<file path="src/rtl/pixel_output.sv">
// Final two-stage pixel pipeline: ROM fetch, dark-room mask, colour priority and fade-in gain.
// Define PIXEL_OUTPUT_FADE_EN to build the fade FSM; otherwise the gain is fixed at unity.
module pixel_output #(
    parameter logic [11:0] BG_COLOR = 12'h000,
    parameter int          LIGHT_R  = 48
) (
    input  logic        clk,
    input  logic        rst,
    input  logic        pclk_en,
    input  logic [9:0]  h_cnt,
    input  logic [9:0]  v_cnt,
    input  logic        valid,
    input  logic        hsync_in,
    input  logic        vsync_in,
    input  logic [16:0] pixel_addr,
    input  logic        notBlank,
    input  logic [3:0]  state,
    input  logic        isDark,
    input  logic [8:0]  player_x,
    input  logic [8:0]  player_y,
    output logic [16:0] rom_addr,
    input  logic [11:0] rom_data,
    output logic [3:0]  vga_r,
    output logic [3:0]  vga_g,
    output logic [3:0]  vga_b,
    output logic        hsync,
    output logic        vsync
);

    localparam logic signed [9:0] RADIUS = 10'(LIGHT_R);

    // Pixel position halved into 320x240 space, compared against the player.
    logic [9:0]        hx, vy;
    logic signed [9:0] dx, dy, adx, ady;
    logic              dark_state, dark;

    assign hx  = h_cnt >> 1;
    assign vy  = v_cnt >> 1;
    assign dx  = $signed(hx) - $signed({1'b0, player_x});
    assign dy  = $signed(vy) - $signed({1'b0, player_y});
    assign adx = dx[9] ? -dx : dx;
    assign ady = dy[9] ? -dy : dy;

    assign dark_state = (state == 4'd2) || (state == 4'd4) || (state == 4'd6);
    assign dark       = isDark && dark_state && ((adx > RADIUS) || (ady > RADIUS));

    // Stage 1
    logic nb_d, valid_d, hs_d, vs_d, dark_d;

    always_ff @(posedge clk or posedge rst) begin
        if (rst) begin
            rom_addr <= '0;
            nb_d     <= 1'b0;
            valid_d  <= 1'b0;
            hs_d     <= 1'b1;
            vs_d     <= 1'b1;
            dark_d   <= 1'b0;
        end else if (pclk_en) begin
            rom_addr <= pixel_addr;
            nb_d     <= notBlank;
            valid_d  <= valid;
            hs_d     <= hsync_in;
            vs_d     <= vsync_in;
            dark_d   <= dark;
        end
    end

    logic [3:0] level;

`ifdef PIXEL_OUTPUT_FADE_EN
    typedef enum logic {FADING, STEADY} fade_t;

    fade_t      fade_state, fade_next;
    logic [3:0] level_next, prev_state;
    logic       vs_fall;

    // vs_d holds vsync_in from the previous strobe, so this is the strobe-sampled edge.
    assign vs_fall = vs_d && !vsync_in;

    always_ff @(posedge clk or posedge rst) begin
        if (rst) begin
            fade_state <= FADING;
            level      <= 4'd0;
            prev_state <= 4'd0;
        end else if (pclk_en) begin
            fade_state <= fade_next;
            level      <= level_next;
            prev_state <= state;
        end
    end

    always_comb begin
        fade_next  = fade_state;
        level_next = level;
        if (state != prev_state) begin
            fade_next  = FADING;
            level_next = 4'd0;
        end else if (fade_state == FADING && vs_fall) begin
            level_next = level + 4'd1;
            if (level == 4'd14) fade_next = STEADY;
        end
    end
`else
    assign level = 4'd15;
`endif

    function automatic logic [3:0] scale(input logic [3:0] c, input logic [3:0] lvl);
        logic [7:0] p;
        p = {4'd0, c} * ({4'd0, lvl} + 8'd1);
        return 4'(p >> 4);
    endfunction

    logic [11:0] pix_col;

    always_comb begin
        pix_col = rom_data;
        if (!valid_d)      pix_col = 12'h000;
        else if (dark_d)   pix_col = 12'h000;
        else if (!nb_d)    pix_col = BG_COLOR;
    end

    // Stage 2
    always_ff @(posedge clk or posedge rst) begin
        if (rst) begin
            vga_r <= 4'd0;
            vga_g <= 4'd0;
            vga_b <= 4'd0;
            hsync <= 1'b1;
            vsync <= 1'b1;
        end else if (pclk_en) begin
            vga_r <= scale(pix_col[11:8], level);
            vga_g <= scale(pix_col[7:4], level);
            vga_b <= scale(pix_col[3:0], level);
            hsync <= hs_d;
            vsync <= vs_d;
        end
    end

endmodule
</file>
<file path="config.mk">
export PLATFORM = sky130hd
export DESIGN_NAME = pixel_output
export DESIGN_NICKNAME = d
export VERILOG_FILES = /design/src/rtl/pixel_output.sv
export SDC_FILE = /design/constraint.sdc
export NUM_CORES = 1
export LEC_CHECK = 0
export BUFFER_PORTS_ARGS = -buffer_cell sky130_fd_sc_hd__buf_4
export CAP_MARGIN = 10
export CORE_MARGIN = 3
export CORE_UTILIZATION = 43
export CTS_BUF_LIST = sky130_fd_sc_hd__clkbuf_4 sky130_fd_sc_hd__clkbuf_8
export DETAILED_ROUTE_END_ITERATION = 7
export GPL_TIMING_DRIVEN = 0
export MAX_ROUTING_LAYER = met4
export PLACE_DENSITY = 0.83
export SETUP_SLACK_MARGIN = 0.4
export SYNTH_ARGS = -nofsm -noshare
export SYNTH_HDL_FRONTEND = slang
export SYNTH_SLANG_ARGS = --single-unit
</file>
<file path="constraint.sdc">
create_clock -name clk -period 1.1 [get_ports clk]
set_input_delay 0.275 -clock clk [delete_from_list [all_inputs] [get_ports clk]]
set_output_delay 0.275 -clock clk [all_outputs]
set_load 0.01 [all_outputs]
</file>
==> metrics.csv, run 1 <==
stage,metric,value,unit
final_layout,fillers,318,
global_routing,use_met2,0.404,
yosys,synth_edf_count,0,
worst_setup_path,cp_data_arrival_time,2.88,ns
global_routing,grt_pass1_vias,2629,
worst_setup_path,reg2reg_depth,3,
die,row_count,27,
worst_setup_path,r2r_start,dark_d$_DFFE_PP0P_,
worst_setup_path,regToRegSetupSlack,-0.02,ns
power,power,4.68,mW
worst_setup_path,path_cells,"buf_6, inv_4, ha_4, inv_2, fa_2, buf_12, xnor2_4, and4_1, mux2i_4, buf_4, or3_1, a31oi_1, mux2i_1, a32oi_1, o32ai_2",
yosys,netlist_area,2570,sq um
yosys,ys_types,55,
yosys,synthArstFlopShare,1.00,
run,max_cap_viol_count,0,
final_layout,drive_gt1_frac,0.522,
global_routing,grt-ovfl-total,0,
clock_tree,clk_pin_slew,0.09,ns
run_status,violations,setup timing,
worst_setup_path,startpoint_type,input port,
yosys,ys_dominant_reg_cell,dfrtp_1,
die,ios,110,
global_routing,antenna_found_initial,0,
worst_setup_path,worstSetupEndpointType,register,
timing,worstMarginPinSlew,0.746,ns
routing,drc,0,
timing,rsz0062_at_grt,yes,
timing,fin_hold_ws,0.0945,ns
timing,setup_viol,22,
placement,gp_congestion,0.822,
global_routing,grt_util_met1,0.277,
timing,hold_viol,0,
global_routing,grt_max_degree,37,
clock_tree,cts_tree,built,
global_routing,grt_use_met3,0.0367,
clock_tree,htree_num_levels,2,
yosys,ys_seq_area_frac,0.353,
worst_setup_path,cp_num_cells,15,
final_layout,diodes,0,
routing,ant_nets,0,
die,core_area,5640,sq um
worst_setup_path,cp.required,1.27,ns
final_layout,design_area,4350,sq um
global_routing,grt_pass1_wl,12800,um
power,ir_drop,0.914,mV
routing,vias_per_cell,5.65,
clock_tree,cts_buffers,5,
routing,first_pass_iters,6,
placement,dp_hpwl,5340,um
yosys,ys.warnings.count,0,
die,dieArea,6940,sq um
worst_hold_path,hold_path_class,in2async,
worst_setup_path,r2r-end,vga_g[1]$_DFFE_PP0P_,
timing,finClkSkew,0.0139,ns
clock_tree,clock_path_buffers,2,
placement,postPlaceCellArea,3650,sq um
worst_setup_path,cp_top_family,simple AND/OR/NAND/NOR gates,
yosys,postSynthAreaPerCell,9.99,sq um
clock_tree,clockRootBuffer,clkbuf_8,
routing,drt_iter0_markers,134,
final_layout,multiInputGateArea,1740,sq um
worst_setup_path,startpoint,v_cnt[1],
power,power_density,1080,nW/um^2
clock_tree,clk_latency,0.30,ns
die,die_x,83.3,um
run_status,run_status,"finished, violations left",
yosys,synthesis.nets,358,
worst_setup_path,crit_type,in2reg,
die,start_util,0.455,
global_routing,top_usage_layer,met2,
routing,wirelength,9140,um
yosys,syn-instance-count,257,
timing,relSlewSlack,0.501,
final_layout,final-seq-area,906,sq um
timing,max_freq,369,MHz
timing,finalMaxSlewViolations,0,
clock_tree,clock_sinks,36,
final_layout,fin_util,0.771,
worst_setup_path,crit_slowest_cell,fa_2,
timing,fin_crit_sh,2.47,
routing,routedWlPerCell,18.9,um
timing,fin_ws,-1.61,ns
worst_setup_path,cpPeakStageDelay,0.39,ns
power,p_leak,2.15,nW
final_layout,fin_nets,512,
worst_setup_path,cp_max_fo,5,
routing,vias,2736,
worst_setup_path,path_buf_inv,5,
worst_setup_path,crit_end,dark_d$_DFFE_PP0P_,
die,die_h,83.3,um
yosys,synth_seq_cells,36,
placement,portBuffers,106,
final_layout,syn2layout_area_growth,69.3,%
global_routing,grtUsageTotal,0.231,
timing,finalCriticalPeriod,2.71,ns
==> Yosys cell counts, drive strengths merged (4+ instances only) <==
library cell,count,share of area
dfstp,4,0.041
a31oi,5,0.012
or2,4,0.0097
nor2,6,0.0088
nand3,9,0.018
clkbuf,5,0.0073
nor3,6,0.012
o21ai,5,0.0097
nand2,10,0.015
a211oi,4,0.012
a22o,12,0.041
inv,29,0.042
and3,4,0.0097
mux2,24,0.11
xnor2,9,0.031
a21oi,10,0.019
o2111ai,5,0.017
dfrtp,32,0.31
a21o,6,0.018
ha,20,0.097
==> cell families (layout without fill, tap and decap cells) <==
logic type	after synthesis	after routing	synth area share
adders and majority gates	22	22	0.113
buffers and inverters	34	189	0.0497
and+or+nand+nor	61	61	0.134
AOI/OAI and AO/OA	65	65	0.189
xor gates and xnor gates	12	12	0.0438
muxes	27	27	0.118
DFF	36	36	0.353
==> worst reg2reg max path, delay by kind of cell (launching register included) <==
family,cells,cell delay [ns]
simple gates,1,0.26
compound gates,1,0.16
buf+inv,1,0.20
flops,1,0.43
==> power by group <==
group          internal [mW]  switching, mW  total [mW]
Combinational           1.20          0.922        2.12
Clock                  0.442          0.531       0.973
Sequential              1.47          0.121        1.59
==> per-layer routing <==
layer	share of wire	wire length (um)
met4	0.029	269
met3	0.063	575
met2	0.51	4660
met5	0	0
met1	0.40	3630
==> per-stage QoR <==
step,cells,setup WS (ns),TNS (ns)
after floorplan,257,-1.69,-1.69
after global placement,435,-2.00,-2.00
after detailed placement,435,-2.04,-2.04
after CTS,468,-1.64,-1.90
after global routing,484,-1.69,-3.05
final,484,-1.61,-2.32
==> cells in the final DEF (no fill, tap or decap), drive strengths merged, types with 5 or more instances in the layout <==
cell type  Yosys  layout
a21oi         10      10
a21o           6       6
inv           29      28
a31oi          5       5
a22o          12      12
dfrtp         32      32
o21ai          5       5
nor3           6       6
ha            20      20
mux2          24      24
xnor2          9       9
clkbuf         5      11
nand3          9       9
nor2           6       6
o2111ai        5       5
nand2         10      10
buf            0     146
==> sequential cells by signal, indices dropped and copies added, names as in the netlist <==
register / count
rom_addr: 17
vs_d: 1
nb_d: 1
vsync: 1
hsync: 1
vga_b: 4
hs_d: 1
valid_d: 1
dark_d: 1
vga_g: 4
vga_r: 4
==> worst min path at each step <==
stage / from / end / slack [ns] / cells past startpoint
final: rst / rom_addr[13]$_DFFE_PP0P_ / 0.09 / 2
after global routing: rst / rom_addr[13]$_DFFE_PP0P_ / 0.14 / 2
after CTS: rst / rom_addr[14]$_DFFE_PP0P_ / 0.13 / 2
after detailed placement: rst / rom_addr[14]$_DFFE_PP0P_ / 0.44 / 2
after global placement: rst / vga_b[2]$_DFFE_PP0P_ / 0.44 / 2
after floorplan: rst / dark_d$_DFFE_PP0P_ / 0.23 / 1
==> repair_timing <==
item | in CTS | in global routing
pin swaps | 11 | 8
buffers inserted | 24 | 16
setup endpoints to repair | 67 | 67
hold buffers | 0 | 0
resized for setup | 51 | 18
cloned | 1 | 0
==> final cells by class <==
| cell class | instances | area share |
|---|---|---|
| Inverter | 29 | 0.0282 |
| Tap cell | 72 | 0.0207 |
| Sequential cell | 36 | 0.208 |
| Multi-Input combinational cell | 187 | 0.400 |
| Buffer | 5 | 0.0236 |
| Clock buffer | 5 | 0.0158 |
| Timing Repair Buffer | 147 | 0.299 |
| Clock inverter | 3 | 0.00432 |
(Power assumes the default switching activity.)
==> inputs of run 2 (changes only) <==
--- a/config.mk
+++ b/config.mk
@@ -7,13 +7,12 @@
 export LEC_CHECK = 0
 export BUFFER_PORTS_ARGS = -buffer_cell sky130_fd_sc_hd__buf_4
 export CAP_MARGIN = 10
-export CORE_MARGIN = 3
 export CORE_UTILIZATION = 43
 export CTS_BUF_LIST = sky130_fd_sc_hd__clkbuf_4 sky130_fd_sc_hd__clkbuf_8
 export DETAILED_ROUTE_END_ITERATION = 7
 export GPL_TIMING_DRIVEN = 0
 export MAX_ROUTING_LAYER = met4
-export PLACE_DENSITY = 0.83
+export PLACE_DENSITY = 0.74
 export SETUP_SLACK_MARGIN = 0.4
 export SYNTH_ARGS = -nofsm -noshare
 export SYNTH_HDL_FRONTEND = slang
==> metrics.csv, run 2 (same netlist as run 1, synthesis figures left out) <==
stage,metric,value,unit
clock_tree,clockRootBuffer,clkbuf_8,
timing,fin_hold_ws,0.119,ns
clock_tree,htree_num_levels,2,
final_layout,fin_nets,500,
timing,fin_crit_sh,2.42,
worst_setup_path,cp_max_fo,3,
routing,vias_per_cell,5.24,
worst_setup_path,crit_slowest_cell,fa_2,
die,die_h,79.3,um
routing,vias,2474,
timing,rsz0062_at_grt,yes,
routing,drc,0,
worst_setup_path,worstSetupEndpointType,register,
routing,ant_nets,0,
final_layout,fin_util,0.750,
clock_tree,clock_path_buffers,2,
worst_setup_path,cp_data_arrival_time,2.82,ns
worst_setup_path,path_cells,"buf_6, inv_4, ha_4, inv_2, fa_2, inv_2, ha_4, and3_4, mux2i_4, nor4_2, mux2_2, or4_1, a32oi_1, o32ai_1",
worst_setup_path,crit_type,in2reg,
routing,first_pass_iters,4,
placement,dp_hpwl,4800,um
die,start_util,0.455,
run_status,violations,setup timing,
placement,gp_congestion,0.834,
global_routing,grt_pass1_wl,10600,um
die,row_count,27,
worst_setup_path,cpPeakStageDelay,0.44,ns
power,power,4.67,mW
final_layout,fin_cells,472,
die,ios,110,
placement,place_inst,435,
final_layout,regMostFlops,rom_addr,
worst_setup_path,cp_top_family,simple AND/OR/NAND/NOR gates,
timing,fin_ws,-1.56,ns
run_status,run_status,"finished, violations left",
timing,max_freq,376,MHz
global_routing,antenna_found_initial,0,
routing,drt_iter0_markers,62,
power,ir_drop,0.740,mV
worst_setup_path,startpoint_type,input port,
routing,routedWlPerCell,14.7,um
final_layout,most-common-layout-cells,"buf_4, buf_6, dfrtp_1",
clock_tree,cts_buffers,5,
final_layout,diodes,0,
final_layout,fillers,370,
routing,wirelength,6950,um
global_routing,grt_max_degree,37,
run,max_cap_viol_count,0,
clock_tree,clk_latency,0.28,ns
worst_hold_path,hold_path_class,in2async,
final_layout,drive_gt1_frac,0.505,
die,die_x,79.3,um
timing,setup_tns,-1.78,ns
power,power_density,1100,nW/um^2
timing,setup_viol,4,
clock_tree,clock_sinks,36,
global_routing,grt_pass1_vias,2368,
timing,finalCriticalPeriod,2.66,ns
die,dieArea,6290,sq um
worst_setup_path,path_buf_inv,4,
final_layout,largest_register_ff_count,17,
worst_setup_path,cp.required,1.26,ns
timing,relSlewSlack,0.497,
timing,hold_viol,0,
power,p_leak,2.09,nW
timing,finalMaxSlewViolations,0,
die,core_area,5640,sq um
timing,worstMarginPinSlew,0.753,ns
final_layout,syn2layout_area_growth,64.8,%
clock_tree,clk_pin_slew,0.07,ns
timing,finClkSkew,0.00446,ns
clock_tree,cts_tree,built,
global_routing,grt-ovfl-total,0,
final_layout,final_common_cell,buf_4,
global_routing,grtUsageTotal,0.218,
placement,portBuffers,106,
clock_tree,holdBufCountCts,0,
-- run 2: changes by cell type in the layout (fill, tap and decap cells not counted), sizes merged --
cell and change:
buf -12, clkinv -2, bufinv +1, clkbuf +1
-- run 2: path summary, 6_finish.rpt --
path / start / cells past startpoint / slack, ns / endpoint
worst max-delay path: v_cnt[1] / 14 / -1.56 / dark_d$_DFFE_PP0P_
worst min-delay path: rst / 2 / 0.12 / vga_g[0]$_DFFE_PP0P_
worst max register to register: dark_d$_DFFE_PP0P_ / 3 / -0.01 / vga_r[0]$_DFFE_PP0P_
worst min register to register: rom_addr[6]$_DFFE_PP0P_ / 1 / 0.53 / rom_addr[6]$_DFFE_PP0P_
max in group asynchronous: rst / 2 / 0.56 / rom_addr[9]$_DFFE_PP0P_
min in group clk: rom_data[0] / 2 / 0.21 / vga_b[0]$_DFFE_PP0P_
-- run 2: power breakdown --
group | total (mW) | switching, mW | internal (mW)
clock | 1.14 | 0.448 | 0.697
combinational | 1.96 | 0.831 | 1.13
sequential | 1.57 | 0.0992 | 1.47
total | 4.67 | 1.38 | 3.29
-- run 2: per-stage QoR --
step           worst slack, ns  instance area, sq um
6_report                 -1.56                  4230
5_1_grt                  -1.63                  4230
4_1_cts                  -1.65                  4110
3_5_place_dp             -2.04                  3650
3_3_place_gp             -2.00                  3650
2_1_floorplan            -1.69                  2760
-- run 2: timing repair --
action,CTS,global route
resized for setup,49,11
pin swaps,10,7
setup buffers,20,8
setup endpoints to repair,67,67
gates cloned,1,0
-- run 2: routing by layer --
layer  share of wire  vias up  global-route usage
met5               0        -                   -
li1                -     1235                   -
met3           0.040        4              0.0322
met4          0.0053        0              0.0436
met2            0.52       78               0.374
met1            0.43     1157               0.273
-- run 2: cell type report --
type	instances	area, sq um	area share
well taps	72	90.1	0.0213
inverters	29	123	0.0290
clock inverters	2	35.0	0.00828
clock buffers	6	76.3	0.0180
plain buffers	5	103	0.0242
flip-flops and latches	36	906	0.214
repair buffers	135	1170	0.276
multi-input cells	187	1730	0.409
==> inputs of run 3 (changes only) <==
--- a/config.mk
+++ b/config.mk
@@ -7,12 +7,14 @@
 export LEC_CHECK = 0
 export BUFFER_PORTS_ARGS = -buffer_cell sky130_fd_sc_hd__buf_4
 export CAP_MARGIN = 10
-export CORE_UTILIZATION = 43
+export CELL_PAD_IN_SITES_DETAIL_PLACEMENT = 1
+export CELL_PAD_IN_SITES_GLOBAL_PLACEMENT = 2
+export CORE_UTILIZATION = 26
 export CTS_BUF_LIST = sky130_fd_sc_hd__clkbuf_4 sky130_fd_sc_hd__clkbuf_8
 export DETAILED_ROUTE_END_ITERATION = 7
 export GPL_TIMING_DRIVEN = 0
 export MAX_ROUTING_LAYER = met4
-export PLACE_DENSITY = 0.74
+export PLACE_DENSITY = 0.77
 export SETUP_SLACK_MARGIN = 0.4
 export SYNTH_ARGS = -nofsm -noshare
 export SYNTH_HDL_FRONTEND = slang
==> metrics.csv, run 3 (same netlist as run 1, synthesis figures left out) <==
stage,metric,value,unit
routing,vias_per_cell,4.75,
final_layout,largest_register_ff_count,17,
clock_tree,clk_pin_slew,0.08,ns
timing,setup_viol,21,
clock_tree,htree_num_levels,2,
timing,max_freq,369,MHz
timing,fin_crit_sh,2.47,
worst_setup_path,r2r-end,vga_b[2]$_DFFE_PP0P_,
power,power_density,1040,nW/um^2
worst_setup_path,crit_slowest_cell,or4_4,
clock_tree,clk_latency,0.29,ns
worst_hold_path,hold_path_class,in2async,
worst_setup_path,crit_type,in2reg,
die,core_area,9420,sq um
run_status,violations,setup timing,
global_routing,grtUsageTotal,0.155,
timing,rsz0062_at_grt,yes,
timing,relSlewSlack,0.432,
run_status,run_status,"finished, violations left",
power,p_clk_frac,0.209,
worst_setup_path,worstSetupEndpointType,register,
worst_setup_path,startpoint_type,input port,
power,seq_power_share,0.341,
power,ir_drop,0.484,mV
power,p_sw,1.51,mW
die,ios,110,
final_layout,syn2layout_area_growth,72.1,%
timing,finClkSkew,0.0122,ns
power,swShare,0.327,
global_routing,grt_pass1_vias,2634,
power,power,4.62,mW
routing,drt_iter0_markers,54,
final_layout,final_common_cell,buf_4,
clock_tree,cts_buffers,5,
placement,place_inst,492,
final_layout,regMostFlops,rom_addr,
global_routing,grt_max_degree,37,
timing,worstMarginPinSlew,0.847,ns
worst_setup_path,regToRegSetupSlack,-0.03,ns
final_layout,most-common-layout-cells,"buf_4, buf_6, dfrtp_1",
final_layout,fin_nets,512,
die,die_x,101,um
timing,finalMaxSlewViolations,0,
final_layout,design_area,4420,sq um
timing,fin_ws,-1.61,ns
timing,hold_viol,0,
final_layout,fin_util,0.470,
clock_tree,clock_sinks,36,
worst_setup_path,cp.required,1.26,ns
routing,wirelength,8670,um
power,combPwrFrac,0.451,
routing,routedWlPerCell,16.0,um
worst_setup_path,cp_max_fo,6,
worst_setup_path,cpPeakStageDelay,0.42,ns
worst_setup_path,r2r_start,dark_d$_DFFE_PP0P_,
timing,finalCriticalPeriod,2.71,ns
worst_setup_path,reg2reg_depth,3,
clock_tree,clock_path_buffers,2,
die,start_util,0.273,
die,dieArea,10300,sq um
worst_setup_path,cp_data_arrival_time,2.87,ns
placement,portBuffers,106,
placement,dp_slack,-2.20,ns
final_layout,drive_gt1_frac,0.524,
power,intPower,3.11,mW
routing,ant_nets,0,
placement,dp_hpwl,5860,um
routing,drc,0,
clock_tree,clockRootBuffer,clkbuf_8,
final_layout,fin_cells,541,
global_routing,antenna_found_initial,0,
global_routing,grt_pass1_wl,12200,um
worst_setup_path,path_cells,"buf_6, inv_4, ha_4, inv_2, fa_2, xnor2_4, buf_4, and4_1, mux2i_4, o21ai_0, mux2_2, or4_4, a32oi_2, o32ai_1",
routing,first_pass_iters,4,
final_layout,diodes,0,
power,p_leak,2.15,nW
run,max_cap_viol_count,0,
placement,postPlaceCellArea,3720,sq um
routing,vias,2568,
die,row_count,35,
die,die_h,101,um
clock_tree,cts_tree,built,
global_routing,grt-ovfl-total,0,
placement,gp_congestion,0.756,
[run 3: worst max-delay path: cells and delay by family]
kind            cells  cell delay [ns]
fa+ha+maj           2             0.53
xor+xnor            1             0.18
mux                 2             0.53
compound gates      3             0.39
simple gates        2             0.64
buf+inv             4             0.33
[run 3: power groups by stage]
| stage | clock network (mW) | registers [mW] | logic, mW |
|---|---|---|---|
| 3_3_place_gp | 0 | 1.56 | 1.60 |
| 2_1_floorplan | 0 | 1.61 | 0.984 |
| 4_1_cts | 0.958 | 1.56 | 1.91 |
| 5_1_grt | 1.02 | 1.59 | 2.27 |
| 3_5_place_dp | 0 | 1.57 | 1.64 |
| 6_report | 0.965 | 1.57 | 2.08 |
[run 3: per-layer routing]
| metal | vias to the layer above | global-route usage | share of wire |
|---|---|---|---|
| met4 | 0 | 0.0346 | 0.016 |
| met1 | 1235 | 0.193 | 0.42 |
| li1 | 1261 | - | - |
| met3 | 9 | 0.0179 | 0.032 |
| met5 | - | - | 0 |
| met2 | 63 | 0.267 | 0.54 |
[run 3: what timing repair did]
item | in CTS | in global routing
setup buffers | 23 | 16
pin swaps | 10 | 9
gates resized for setup | 51 | 22
setup endpoints to repair | 67 | 92
cloned | 1 | 1
hold buffers | 0 | 0
[run 3: through the flow]
step	setup TNS (ns)	hold slack, ns
floorplan	-1.69	0.227
global placement	-2.05	0.457
detailed placement	-2.20	0.461
CTS	-1.99	0.144
global route	-3.14	0.0322
finish	-2.07	0.00497
[run 3: worst max path at each step]
stage / startpoint / to / slack (ns) / cells past startpoint
2_1_floorplan: v_cnt[1] / dark_d$_DFFE_PP0P_ / -1.69 / 13
4_1_cts: v_cnt[1] / dark_d$_DFFE_PP0P_ / -1.72 / 14
5_1_grt: v_cnt[1] / dark_d$_DFFE_PP0P_ / -1.72 / 14
3_3_place_gp: v_cnt[1] / dark_d$_DFFE_PP0P_ / -2.05 / 14
6_report: v_cnt[1] / dark_d$_DFFE_PP0P_ / -1.61 / 14
3_5_place_dp: v_cnt[1] / dark_d$_DFFE_PP0P_ / -2.20 / 13
[run 3: final cells by class]
| type | count | area [sq um] |
|---|---|---|
| plain buffers | 5 | 103 |
| clock buffers | 5 | 68.8 |
| clock inverters | 3 | 18.8 |
| fillers | 1027 | 4990 |
| inverters | 29 | 123 |
| multi-input cells | 187 | 1740 |
| flip-flops and latches | 36 | 906 |
| well taps | 129 | 161 |
| repair buffers | 146 | 1290 |
| repair inverters | 1 | 5.00 |
